File: src/rtl/piso_serializer.sv
// piso_serializer: parallel-in, serial-out shift register.
// A word is accepted through a valid/ready handshake and shifted out one bit
// per clock with en=1. A registered one-cycle done pulse marks each finished word.
// Words can follow each other with no gap when the producer holds load_valid.
// The default build is MSB-first only.
// Define PISO_DIR_SEL_EN to add the dir input:
//   dir = 1 shifts MSB-first, dir = 0 shifts LSB-first.
//   dir is latched per word when the word is accepted.

module piso_serializer #(
  parameter int unsigned MSB = 4
) (
  input  logic           clk,
  input  logic           rst,
  input  logic           load_valid,
  output logic           load_ready,
  input  logic [MSB-1:0] din,
  input  logic           en,
`ifdef PISO_DIR_SEL_EN
  input  logic           dir,
`endif
  output logic           dout,
  output logic           busy,
  output logic           done
);

  localparam int unsigned CW = $clog2(MSB);
  localparam logic [CW-1:0] CntLast = CW'(MSB - 1);

  typedef enum logic [0:0] {StIdle, StShift} state_e;

  state_e         state_q;
  logic [MSB-1:0] shreg_q;
  logic [CW-1:0]  cnt_q;
  logic           done_q;
  logic           last_bit;
  logic           accept;

`ifdef PISO_DIR_SEL_EN
  logic           dir_q;
`endif

  // Last bit of the current word is on dout and will be consumed on this edge.
  assign last_bit = (state_q == StShift) && en && (cnt_q == CntLast);

  // Ready does not look at load_valid, so there is no valid->ready loop.
  assign load_ready = (state_q == StIdle) || last_bit;
  assign accept     = load_valid && load_ready;

  assign busy = (state_q == StShift);
  assign done = done_q;

  // Serial output: always 0 when idle, else the current head bit of the word.
  always_comb begin
    dout = 1'b0;
    if (state_q == StShift) begin
`ifdef PISO_DIR_SEL_EN
      dout = dir_q ? shreg_q[MSB-1] : shreg_q[0];
`else
      dout = shreg_q[MSB-1];
`endif
    end
  end

  // Control FSM and datapath: load, enabled shift, completion pulse.
  always_ff @(posedge clk or negedge rst) begin
    if (!rst) begin
      state_q <= StIdle;
      shreg_q <= '0;
      cnt_q   <= '0;
      done_q  <= 1'b0;
`ifdef PISO_DIR_SEL_EN
      dir_q   <= 1'b1;
`endif
    end else begin
      done_q <= 1'b0;
      unique case (state_q)
        StIdle: begin
          if (accept) begin
            shreg_q <= din;
            cnt_q   <= '0;
`ifdef PISO_DIR_SEL_EN
            dir_q   <= dir;
`endif
            state_q <= StShift;
          end
        end
        StShift: begin
          if (en) begin
            if (cnt_q == CntLast) begin
              done_q <= 1'b1;
              cnt_q  <= '0;
              if (load_valid) begin
                // Back-to-back reload: next word's first bit follows with no gap.
                shreg_q <= din;
`ifdef PISO_DIR_SEL_EN
                dir_q   <= dir;
`endif
              end else begin
                shreg_q <= '0;
                state_q <= StIdle;
              end
            end else begin
              cnt_q <= cnt_q + CW'(1);
`ifdef PISO_DIR_SEL_EN
              if (dir_q) begin
                shreg_q <= {shreg_q[MSB-2:0], 1'b0};
              end else begin
                shreg_q <= {1'b0, shreg_q[MSB-1:1]};
              end
`else
              shreg_q <= {shreg_q[MSB-2:0], 1'b0};
`endif
            end
          end
        end
        default: state_q <= StIdle;
      endcase
    end
  end

endmodule

File: config.mk
export PLATFORM = sky130hd
export DESIGN_NAME = piso_serializer
export DESIGN_NICKNAME = d
export VERILOG_FILES = /design/src/rtl/piso_serializer.sv
export SDC_FILE = /design/constraint.sdc
export NUM_CORES = 1
export LEC_CHECK = 0
export CELL_PAD_IN_SITES_DETAIL_PLACEMENT = 1
export CELL_PAD_IN_SITES_GLOBAL_PLACEMENT = 1
export CORE_UTILIZATION = 30
export DETAILED_ROUTE_END_ITERATION = 7
export GPL_ROUTABILITY_DRIVEN = 1
export PLACE_DENSITY = 0.71
export SLEW_MARGIN = 25
export SYNTH_ARGS = -nofsm -noshare
export SYNTH_HDL_FRONTEND = slang
export SYNTH_SLANG_ARGS = --single-unit
File: constraint.sdc
create_clock -name clk -period 1.2 [get_ports clk]
set_input_delay 0.18 -clock clk [delete_from_list [all_inputs] [get_ports clk]]
set_output_delay 0.18 -clock clk [all_outputs]
set_load 0.02 [all_outputs]
==> results.toml, run 1 <==
[cts]
htreeDepth = 1
root_buffer = "clkbuf_4"
cts.clk_slew.worst_paths_ns = 0.06
clockBufferDepth = 2
cts_tree = "built"
cts_buffers = 3
cts_hold_buf = 0
clock_sink_count = 8
clk_latency_ns = 0.27

[power_and_ir_drop]
power.leakage_nw = 0.3197
peakVddDrop_v = 0.0009803
swShare_pct = 36.08
p_switching_w = 0.0005695
power_frac_comb_pct = 56.3
p_clk_share_pct = 14.8
p_int_w = 0.001009
seqPwrFrac_pct = 28.9
p_per_area_mw_per_mm2 = 2302

[yosys]
yosysWarnings = 0
ys_seq_area_share_pct = 47.48
synth_cell_types = 20
synth.cell_area_um2 = 421.7
syn_area_per_cell_um2 = 10.81
syn_nets = 49
ys_ff_latch = 8
syn_inst = 39

[placement]
post-place-ws_ns = -0.3595
dpl-instance-area_um2 = 588.1
io_buffer_count = 11
place_congestion = 0.6770
dp_hpwl_um = 743.9

[route]
vias_per_cell = 4.885
drtAntennaViolNets = 0
dr_total_vias = 381
drc_errors = 0
detail_route.first_pass.iterations = 3
wl_per_cell_um = 14.53
routed_wl_um = 1133
first_iter_violations = 3

[outcome]
outcome = "complete, but fails checks"
violations = "setup timing"

[cells_and_area]
fin_area_um2 = 685.7
multi_input_area_um2 = 244.0
nets = 74
layout-drive-gt1-share_pct = 39.68
nFillCells = 156
register_area_um2 = 201.4
diodes = 0
syn_to_final_growth_pct = 62.61

[setup_path]
required_ns = 1.36
cp.buffers_inverters = 1
critPathMaxFanout = 4
start_kind = "flop"
crit_slowest_cell = "dfrtp_1"
max_stage_delay_ns = 0.40
critPathKind = "flop to flop"
endpoint_kind = "flop"
arrival_ns = 1.46
crit_family = "compound AO/OA/AOI/OAI gates"
path_cells = "buf_6 > ha_4 > a21bo_4 > a22oi_2 > a21oi_2"

[floorplan]
rows = 13
die_area_mm2 = 0.001559
ios = 12
die_y_um = 39.49
start_util_pct = 32.40
core-area_mm2 = 0.001301
die_w_um = 39.49

[grt]
grt_use_total_pct = 17.26
grt_max_degree = 9
grt_pass1_vias = 336
grt_first_pass_wirelength_um = 1580
grt.overflow.total = 0
antenna_found_initial = 0

[sta]
rsz0062_at_grt = "true"
worst_slew_pin_slew_ns = 0.3679
hold_viol_final = 0
fin_ws_ns = -0.1022
max_freq_mhz = 768.0
post-route-period-util_pct = 108.5
maxSlewViolCount = 0
period_needed_ns = 1.302
finClkSkew_ns = 0.01575
maxSlewHeadroom_pct = 75.40
setup_viol = 6

[job]
drv_cap = 0

[hold_path]
hp-class = "primary input to asynchronous set/reset pin"
synth_stat cells:
| cell type | n | share of area (%) |
|---|---|---|
| a22o_1 | 1 | 2.1 |
| mux2_4 | 1 | 3.6 |
| and3_1 | 1 | 1.5 |
| a21oi_1 | 3 | 3.6 |
| dfrtp_1 | 8 | 47 |
| nor2_1 | 5 | 4.5 |
| a21o_1 | 1 | 1.8 |
| nand2_1 | 3 | 2.7 |
| buf_6 | 1 | 2.7 |
| and2_1 | 1 | 1.5 |
| mux2_2 | 1 | 2.7 |
| a21bo_4 | 1 | 3.9 |
| inv_1 | 1 | 0.89 |
| a22oi_1 | 3 | 5.3 |
| nand2b_1 | 1 | 1.5 |
| nand3_1 | 1 | 1.2 |
| o21ai_1 | 1 | 1.2 |
| mux2i_1 | 2 | 4.7 |
| nor2b_1 | 1 | 1.5 |
| ha_1 | 2 | 5.9 |
metal layers:
metal / routed length, um / part of all wire [%] / up-vias / track usage, %
li1: - / - / 184 / -
met1: 445 / 39 / 186 / 18.66
met2: 617 / 54 / 8 / 27.87
met3: 51 / 4.5 / 3 / 8.523
met4: 19 / 1.7 / 0 / 7.759
met5: 0 / 0 / - / 0
worst paths after layout:
| kind | end | slack (ns) | cells after the start | startpoint |
|---|---|---|---|---|
| worst max-delay path | shreg_q[3] | -0.10 | 5 | cnt_q[1] |
| worst min-delay path | done | 0.18 | 1 | rst |
| worst max register to register | shreg_q[3] | -0.10 | 5 | cnt_q[1] |
| worst min register to register | shreg_q[3] | 0.55 | 2 | shreg_q[3] |
| max in group asynchronous | busy | 0.73 | 1 | rst |
| min in group clk | shreg_q[0] | 0.49 | 3 | din[0] |
power by group through the flow:
stage / logic [W] / registers [W] / clock network, W
after floorplan: 0.000390 / 0.000459 / 0
after global placement: 0.000663 / 0.000434 / 0
after detailed placement: 0.000693 / 0.000440 / 0
after CTS: 0.000842 / 0.000450 / 0.000236
after global routing: 0.000964 / 0.000473 / 0.000249
final: 0.000888 / 0.000456 / 0.000234
final cells by class:
cell class | instances | area share [%]
sequential | 8 | 29.38
multi-input combinational | 29 | 35.58
clock buffer | 4 | 3.832
tap | 15 | 2.737
inverter | 1 | 0.5474
timing repair buffer | 21 | 27.92
kinds of logic (layout without fill, tap and decap cells):
kind of cell	count (synthesis)	count (layout)	share of synthesized area, %
AO/OA/AOI/OAI	10	10	17.80
buffers and inverters	2	26	3.560
AND/OR/NAND/NOR	13	13	14.25
multiplexers	4	4	10.98
flip-flops	8	8	47.48
adder cells (fa/ha/maj)	2	2	5.934
worst register-to-register path, cell delays in order, from the launching register on:
cell     delay (ns)
dfrtp_1        0.40
buf_6          0.14
ha_4           0.16
a21bo_4        0.24
a22oi_2        0.18
a21oi_2        0.08
timing repair:
item                                    4_1_cts  5_1_grt
gates resized for setup                      21        2
pin swaps                                     8        1
buffers inserted                              3        1
endpoints found under the setup margin        9        6
registers in the layout, indices dropped and copies added, names as in the netlist:
name / flops
busy: 1
done: 1
shreg_q: 4
cnt_q: 2
stage by stage:
stage | power (W) | hold slack, ns | util (%) | std cells | TNS [ns]
2_1_floorplan | 0.0008493 | -0.1156 | - | 39 | -0.01753
3_3_place_gp | 0.001097 | 0.4914 | 45.19 | 70 | -1.108
3_5_place_dp | 0.001133 | 0.4923 | 45.19 | 70 | -1.349
4_1_cts | 0.001528 | 0.2056 | 51.63 | 77 | -0.4194
5_1_grt | 0.001686 | 0.2152 | 52.69 | 78 | -0.7838
6_report | 0.001578 | 0.1825 | 52.69 | 78 | -0.4696
cells in the final DEF, fill, tap and decap left out, types with 2 or more instances in the layout:
cell,synthesis,layout
dfrtp_1,8,7
clkdlybuf4s50_1,0,7
buf_4,0,7
nor2_1,5,5
buf_6,1,4
nand2_1,3,3
a22oi_2,0,3
clkbuf_4,0,3
mux2_4,1,2
a21oi_1,3,2
mux2i_1,2,2
Note: power is estimated with default switching activity, not from simulation.
==> run 2: changes to the inputs <==
--- a/config.mk
+++ b/config.mk
@@ -5,12 +5,13 @@
 export SDC_FILE = /design/constraint.sdc
 export NUM_CORES = 1
 export LEC_CHECK = 0
+export ABC_AREA = 1
 export CELL_PAD_IN_SITES_DETAIL_PLACEMENT = 1
 export CELL_PAD_IN_SITES_GLOBAL_PLACEMENT = 1
-export CORE_UTILIZATION = 30
+export CORE_UTILIZATION = 28
 export DETAILED_ROUTE_END_ITERATION = 7
 export GPL_ROUTABILITY_DRIVEN = 1
-export PLACE_DENSITY = 0.71
+export PLACE_DENSITY = 0.7
 export SLEW_MARGIN = 25
 export SYNTH_ARGS = -nofsm -noshare
 export SYNTH_HDL_FRONTEND = slang
==> results.toml, run 2 <==
[route]
drtAntennaViolNets = 0
vias_per_cell = 4.577
wl_per_cell_um = 12.37
wl_met1_um = 494
first_iter_violations = 5
dr_wl_met3_um = 79
detail_route.first_pass.iterations = 4
dr_total_vias = 444
drc_errors = 0
top_layer_used = "met4"
routed_wl_um = 1200
wl_met2_um = 616

[cts]
htreeDepth = 1
cts.clk_slew.worst_paths_ns = 0.05
cts_tree = "built"
clk_latency_ns = 0.26
clock_sink_count = 8
cts_buffers = 3
root_buffer = "clkbuf_4"
clockBufferDepth = 2

[grt]
antenna_found_initial = 0
grt.overflow.total = 0
grt_first_pass_wirelength_um = 1821
grt_pass1_vias = 439
grt_use_total_pct = 14.45
grt_max_degree = 9

[yosys]
yosysMostFrequentCell = "nand2_1"
synth_flop_cell = "dfrtp_1"
synth_top_area_share_pct = 45.45
syn_inst = 56
synth_edf_count = 0
ys_seq_area_share_pct = 45.45
yosysWarnings = 0
synth_async_sr_flop_share_pct = 100.0
synth_cell_types = 15
synth.area.top_cells = "dfrtp_1 45%, nand2_1 11%, nor2_1 7.7%"
synth.cell_area_um2 = 440.4
syn_area_per_cell_um2 = 7.865
ys_ff_latch = 8
syn_nets = 66
synth_common_cells = "13 x nand2_1, 9 x nor2_1, 8 x dfrtp_1, 7 x inv_1, 6 x nand3_1"
yosys.area.top_type = "dfrtp_1"

[floorplan]
start_util_pct = 31.86
die_y_um = 41.66
ios = 12
core-area_mm2 = 0.001383
die_w_um = 41.66
die_area_mm2 = 0.001736
rows = 13

[cells_and_area]
layout_commonest_cell = "buf_4"
fin_area_um2 = 720.7
largest_register_ffs = 4
postLayoutCoreUtil_pct = 52.13
diodes = 0
largest_registers = "shreg_q (4), cnt_q (2)"
nets = 94
top_register = "shreg_q"
syn_to_final_growth_pct = 63.64
layout-drive-gt1-share_pct = 42.68
final_cell_mix = "12 x buf_4, 10 x nand2_1, 9 x nor2_1, 7 x dfrtp_1, 7 x clkdlybuf4s50_1"

[setup_path]
arrival_ns = 1.07
max_stage_delay_ns = 0.35
critPathMaxFanout = 2
crit_slowest_cell = "dfrtp_1"
rrSetupSlack_ns = 0.04
endpoint = "load_ready"
path_cells = "ha_2 > inv_2 > o21ai_2 > buf_6"
cp.buffers_inverters = 2
r2r-end = "shreg_q[1]"
timing.rr.start = "busy"
required_ns = 1.02
crit_start = "cnt_q[0]"
crit_family = "flip-flops"
critical_path_depth = 4
endpoint_kind = "primary output"
start_kind = "flop"
critPathKind = "flop to primary output"
reg2regPathDepth = 7

[power_and_ir_drop]
p_per_area_mw_per_mm2 = 2068
peakVddDrop_v = 0.0009862
power.leakage_nw = 0.3760

[sta]
max_freq_mhz = 798.2
period_needed_ns = 1.253
worst_slew_pin_slew_ns = 0.3971
setup_viol = 1
finClkSkew_ns = 0.003786
maxSlewHeadroom_pct = 73.44
rsz0062_at_grt = "true"
fin_ws_ns = -0.05288
hold_slack_ns = 0.2130
hold_viol_final = 0
maxSlewViolCount = 0
setup_tns_ns = -0.05288
post-route-period-util_pct = 104.4

[hold_path]
hp-class = "primary input to asynchronous set/reset pin"

[outcome]
violations = "setup timing"
outcome = "complete, but fails checks"

[placement]
dp_hpwl_um = 835.6
dpl-instance-area_um2 = 621.8
place_congestion = 0.6856
io_buffer_count = 11

[job]
drv_cap = 0
## run 2: cell families after synthesis
| family | after synthesis | synth area share (%) |
|---|---|---|
| and+or+nand+nor | 31 | 30.97 |
| adders and majority gates | 2 | 5.681 |
| buffers and inverters | 10 | 10.23 |
| DFF | 8 | 45.45 |
| AOI/OAI and AO/OA | 5 | 7.670 |
## run 2: cell type report
| type | count | area [um^2] |
|---|---|---|
| timing repair buffer | 24 | 201.4 |
| clock buffer | 3 | 22.52 |
| tap | 15 | 18.77 |
| sequential | 8 | 201.4 |
| fill | 177 | 661.9 |
| multi-input combinational | 38 | 237.7 |
| inverter | 9 | 38.79 |
## run 2: worst min path at each step
stage	cells after the start	start	slack (ns)	end
6_report	1	rst	0.21	cnt_q[0]
5_1_grt	1	rst	0.25	cnt_q[0]
4_1_cts	1	rst	0.22	cnt_q[0]
3_5_place_dp	2	shreg_q[3]	0.48	shreg_q[3]
3_3_place_gp	2	shreg_q[3]	0.47	shreg_q[3]
2_1_floorplan	0	rst	-0.12	busy
## run 2: metrics by stage
stage | worst slack (ns) | total power (W) | cells
detailed placement | -0.4464 | 0.001132 | 89
finish | -0.05288 | 0.001490 | 97
floorplan | 0.08582 | 0.0008189 | 56
CTS | -0.1046 | 0.001405 | 94
global route | -0.08665 | 0.001628 | 97
global placement | -0.4350 | 0.001103 | 89
## run 2: routing by layer
metal | track usage [%] | vias to the layer above
met4 | 5.806 | 0
met2 | 22.50 | 13
li1 | - | 226
met3 | 8.261 | 2
met5 | 0 | -
met1 | 16.13 | 203
## run 2: repair_timing
action                     4_1_cts  5_1_grt
buffers inserted                 2        3
setup endpoints to repair        9        8
hold buffers                     0        0
pin swaps                        0        5
cloned                           0        0
resized for setup               18       11
## run 2: report_power, final
group	total, W	switching (W)	internal [W]
logic	0.000846	0.000426	0.000420
clock network	0.000208	0.0000936	0.000115
registers	0.000436	0.0000624	0.000374
